File: config.mk
export PLATFORM = sky130hd
export DESIGN_NAME = jpeg_pingpong_block_ctrl
export DESIGN_NICKNAME = d
export VERILOG_FILES = /design/src/rtl/jpeg_pingpong_block_ctrl.sv
export SDC_FILE = /design/constraint.sdc
export NUM_CORES = 1
export LEC_CHECK = 0
export ABC_CLOCK_PERIOD_IN_PS = 4300
export BUFFER_PORTS_ARGS = -buffer_cell sky130_fd_sc_hd__buf_2
export CORE_ASPECT_RATIO = 1.75
export CORE_MARGIN = 5
export CORE_UTILIZATION = 35
export CTS_CLUSTER_SIZE = 40
export DETAILED_ROUTE_END_ITERATION = 8
export REMOVE_ABC_BUFFERS = 1
export SYNTH_ARGS = -nofsm -noshare
export SYNTH_HDL_FRONTEND = slang
export SYNTH_SLANG_ARGS = --single-unit
File: constraint.sdc
create_clock -name clock -period 4.3 [get_ports clock]
set_input_delay 1.075 -clock clock [delete_from_list [all_inputs] [get_ports clock]]
set_output_delay 1.075 -clock clock [all_outputs]
set_load 0.02 [all_outputs]
File: src/rtl/jpeg_pingpong_block_ctrl.sv
// Ping-pong controller for two 64-entry block buffers in front of the DCT.
// Steers raster pixels into the filling buffer and presents full blocks downstream.
module jpeg_pingpong_block_ctrl #(
    parameter int DATA_WIDTH = 12,
    parameter int BLK_CNT_W  = 16
) (
    input  logic                  clock,
    input  logic                  reset,
    input  logic                  pix_valid,
    output logic                  pix_ready,
    input  logic [DATA_WIDTH-1:0] pix_data,
    input  logic                  pix_last,
    output logic [1:0]            buf_wr_en,
    output logic [DATA_WIDTH-1:0] buf_wr_data,
    output logic [5:0]            pix_index,
    output logic                  blk_valid,
    output logic                  blk_sel,
    output logic                  blk_last,
    input  logic                  blk_ready,
    output logic [BLK_CNT_W-1:0]  blk_count,
    output logic                  err_last
);

    logic                 wsel_q, wsel_d;
    logic                 rsel_q, rsel_d;
    logic [5:0]           pix_cnt_q, pix_cnt_d;
    logic [1:0]           full_q, full_d;
    logic [1:0]           lastf_q, lastf_d;
    logic [BLK_CNT_W-1:0] blk_count_q, blk_count_d;
    logic                 err_last_q, err_last_d;

    logic accept;
    logic release_blk;
    logic blk_done;

    assign pix_ready   = ~full_q[wsel_q];
    assign accept      = pix_valid & pix_ready;
    assign blk_done    = accept & (pix_cnt_q == 6'd63);
    assign buf_wr_en   = accept ? (wsel_q ? 2'b10 : 2'b01) : 2'b00;
    assign buf_wr_data = pix_data;
    assign pix_index   = pix_cnt_q;
    assign blk_valid   = full_q[rsel_q];
    assign blk_sel     = rsel_q;
    assign blk_last    = lastf_q[rsel_q];
    assign blk_count   = blk_count_q;
    assign err_last    = err_last_q;
    assign release_blk = blk_valid & blk_ready;

    // A completing write and a release never hit the same buffer:
    // writing needs full[wsel]=0 while releasing needs full[rsel]=1.
    always_comb begin
        wsel_d      = wsel_q;
        rsel_d      = rsel_q;
        pix_cnt_d   = pix_cnt_q;
        full_d      = full_q;
        lastf_d     = lastf_q;
        blk_count_d = blk_count_q;
        err_last_d  = err_last_q;

        if (accept) begin
            if (blk_done) begin
                pix_cnt_d        = 6'd0;
                full_d[wsel_q]   = 1'b1;
                lastf_d[wsel_q]  = pix_last;
                wsel_d           = ~wsel_q;
            end else begin
                pix_cnt_d = pix_cnt_q + 6'd1;
                if (pix_last) begin
                    err_last_d = 1'b1;
                end
            end
        end

        if (release_blk) begin
            full_d[rsel_q] = 1'b0;
            rsel_d         = ~rsel_q;
            if (blk_last) begin
                blk_count_d = '0;
            end else begin
                blk_count_d = blk_count_q + 1'b1;
            end
        end
    end

    always_ff @(posedge clock) begin
        if (reset) begin
            wsel_q      <= 1'b0;
            rsel_q      <= 1'b0;
            pix_cnt_q   <= 6'd0;
            full_q      <= 2'b00;
            lastf_q     <= 2'b00;
            blk_count_q <= '0;
            err_last_q  <= 1'b0;
        end else begin
            wsel_q      <= wsel_d;
            rsel_q      <= rsel_d;
            pix_cnt_q   <= pix_cnt_d;
            full_q      <= full_d;
            lastf_q     <= lastf_d;
            blk_count_q <= blk_count_d;
            err_last_q  <= err_last_d;
        end
    end

endmodule

==> results.py <==
metrics = {
    "timing": {
        "setup_tns_ns": 0,
        "max_freq_mhz": 357,
        "finalCritPeriodShare": 0.651,
        "fin_skew_ns": 0.00664,
        "finalHoldViolations": 0,
        "drv_slew": 0,
        "grt_setup_unrepaired": "false",
        "setup_viol": 0,
        "period_minus_slack_ns": 2.80,
        "slew_headroom": 0.632,
        "tightest_slew_ns": 0.541,
    },
    "worst_hold_path": {
        "min_to": "err_last",
        "hold_path_class": "register to register",
        "hold_path.startpoint": "err_last",
        "min_path_cells": 2,
    },
    "power_and_ir_drop": {
        "p_int_uw": 389,
        "switching_share": 0.229,
        "peakVddDrop_mv": 0.216,
        "clkPwrFrac": 0.418,
        "p_seq_frac": 0.542,
        "comb_power_share": 0.040,
        "switchingPower_uw": 115,
        "power_density_nw_per_um2": 313,
        "p_leak_uw": 0.000652,
        "power_uw": 504,
    },
    "drt": {
        "wire_per_inst_um": 13.4,
        "drt-initial-drc-count": 17,
        "via_count": 1259,
        "drcViolationCount": 0,
        "viasPerCell": 5.27,
        "routed_wl_mm": 3.21,
        "drt.antenna.violating_nets": 0,
        "first_pass_iters": 4,
    },
    "worst_setup_path": {
        "worstRegToRegCells": 4,
        "worstPathArrival_ns": 1.72,
        "start_kind": "register",
        "path_max_fanout": 10,
        "end_kind": "primary output",
        "r2r_start": "blk_sel",
        "crit_required_ns": 3.22,
        "r2r_slack_ns": 2.46,
        "r2r_end": "blk_count[15]",
        "worst-setup-path-type": "register to primary output",
    },
    "clock_tree": {
        "h-tree-depth": 2,
        "clk_path_buf_depth": 2,
        "cts_hold_buf": 0,
        "cts_buffers": 5,
        "root_buffer": "clkbuf_8",
        "ctsResizeCount": 0,
        "cts_tree": "done",
        "cts_sinks": 29,
        "clock_latency_ns": 0.28,
        "post_cts_buffers": 0,
        "clk_pin_slew_ns": 0.06,
    },
    "synthesis": {
        "syn-cell-area_um2": 1420,
        "synth.yosys.seq_area_share": 0.409,
        "synthCells": 166,
        "synthArstFlopShare": 0,
        "synth_edf_count": 0,
        "synth_cell_types": 34,
        "syn_avg_cell_area_um2": 8.55,
        "ys_seq_elements": 29,
        "synth_warnings": 0,
        "ys.flop_type": "dfxtp_1",
    },
    "outcome": {
        "status": "finished clean",
    },
    "floorplan": {
        "die_area_um2": 5480,
        "num_rows": 30,
        "ioPinCount": 58,
        "die_y_um": 94.2,
        "fp.dieW_um": 58.1,
        "start_util": 0.363,
        "core_area_um2": 3900,
    },
    "global_route": {
        "antenna_found_initial": 0,
        "grt_pass1_vias": 1220,
        "gr-total-overflow": 0,
        "grt_max_degree": 17,
        "grt_pass1_wl_mm": 5.50,
        "groute.usage.overall": 0.129,
    },
    "cells_and_area": {
        "antenna_cells": 0,
        "drive_gt1_frac": 0.236,
        "nets": 209,
        "syn_to_final_growth_pct": 13.7,
        "final_cell_area_um2": 1610,
        "fill_cells": 432,
    },
    "placed_design": {
        "hpwl_mm": 2.45,
        "placed_area_um2": 1530,
        "io_buffers": 33,
        "finalWeightedCongestion": 0.721,
    },
    "job": {
        "cap_violations": 0,
    },
}
registers in the layout, indices dropped and copies added (netlist names):
register / cells
lastf_q: 2
blk_count: 16
pix_index: 6
wsel_q: 1
full_q: 2
err_last: 1
blk_sel: 1
cell families (layout without fill, tap and decap cells):
logic type | Yosys count | count (layout) | synth area share
AND/OR/NAND/NOR | 71 | 71 | 0.265
adder cells (fa/ha/maj) | 2 | 2 | 0.0176
flip-flops | 29 | 29 | 0.409
AO/OA/AOI/OAI | 27 | 27 | 0.105
multiplexers | 5 | 5 | 0.0388
XOR/XNOR | 12 | 12 | 0.0741
buffers and inverters | 20 | 45 | 0.0908
worst max path at each step:
stage,startpoint,endpoint,slack (ns),cells after the start
finish,blk_sel,blk_valid,1.50,3
global route,blk_sel,blk_valid,1.39,3
CTS,blk_sel,blk_valid,1.47,3
detailed placement,pix_valid,buf_wr_en[0],1.54,3
global placement,pix_valid,buf_wr_en[0],1.57,3
floorplan,pix_valid,buf_wr_en[0],1.58,1
synthesized netlist by cell type, types with 2 or more instances:
| master | number | share of area |
|---|---|---|
| xnor2_1 | 8 | 0.049 |
| nor3_1 | 3 | 0.011 |
| nand4_1 | 4 | 0.018 |
| o21ai_0 | 8 | 0.028 |
| nor2_1 | 15 | 0.040 |
| xor2_1 | 4 | 0.025 |
| inv_1 | 4 | 0.011 |
| and3_1 | 2 | 0.0088 |
| nor4_1 | 3 | 0.013 |
| nand2_1 | 13 | 0.034 |
| nand3_1 | 16 | 0.056 |
| or3_1 | 6 | 0.026 |
| mux2i_1 | 3 | 0.021 |
| ha_1 | 2 | 0.018 |
| or3_4 | 2 | 0.016 |
| and4_1 | 2 | 0.012 |
| dfxtp_1 | 29 | 0.41 |
| a21oi_1 | 14 | 0.049 |
| buf_4 | 12 | 0.063 |
| clkbuf_1 | 2 | 0.0053 |
final cells by class:
cell class | instances | area (µm²) | area share
Tap cell | 48 | 60.1 | 0.0372
Clock buffer | 6 | 72.6 | 0.0450
Sequential cell | 29 | 581 | 0.360
Timing Repair Buffer | 33 | 165 | 0.102
Clock inverter | 2 | 10.0 | 0.00621
Inverter | 4 | 15.0 | 0.00931
Multi-Input combinational cell | 117 | 709 | 0.440
placed cells by master (no fill, tap or decap), drive strengths merged, types with 2 or more instances in the layout:
cell type	n
nand3	16
nor3	3
o21ai	8
ha	2
nor4	3
and4	2
dfxtp	29
a21oi	14
nand4	4
or3	8
buf	33
and3	2
xor2	4
mux2i	4
nor2	15
nand2	13
clkbuf	6
inv	4
clkinv	2
xnor2	8
power groups by stage:
| stage | sequential, µW | clock (µW) | combinational, µW |
|---|---|---|---|
| 6_report | 273 | 211 | 20.2 |
| 3_3_place_gp | 279 | 0 | 20.4 |
| 2_1_floorplan | 281 | 0 | 7.72 |
| 4_1_cts | 273 | 217 | 20.5 |
| 5_1_grt | 273 | 234 | 22.4 |
| 3_5_place_dp | 279 | 0 | 20.4 |
per-stage QoR:
stage               cells   util  hold WS [ns]  setup slack (ns)
floorplan             150      -         0.480              1.58
global placement      231  0.392         0.463              1.57
detailed placement    231  0.392         0.471              1.54
CTS                   239  0.413         0.487              1.47
global route          239  0.413         0.511              1.39
finish                239  0.413         0.486              1.50
per-layer routing:
layer	part of all wire	vias to the layer above	GRT usage
li1	-	625	-
met1	0.41	577	0.135
met2	0.49	54	0.224
met3	0.086	3	0.0564
met4	0.014	0	0.0464
met5	0	-	0
critical path, cell delays in order, from the launching register on:
cell     delay, ns
dfxtp_1       0.50
mux2i_2       0.55
inv_1         0.18
buf_2         0.20
(Power assumes the default switching activity.)
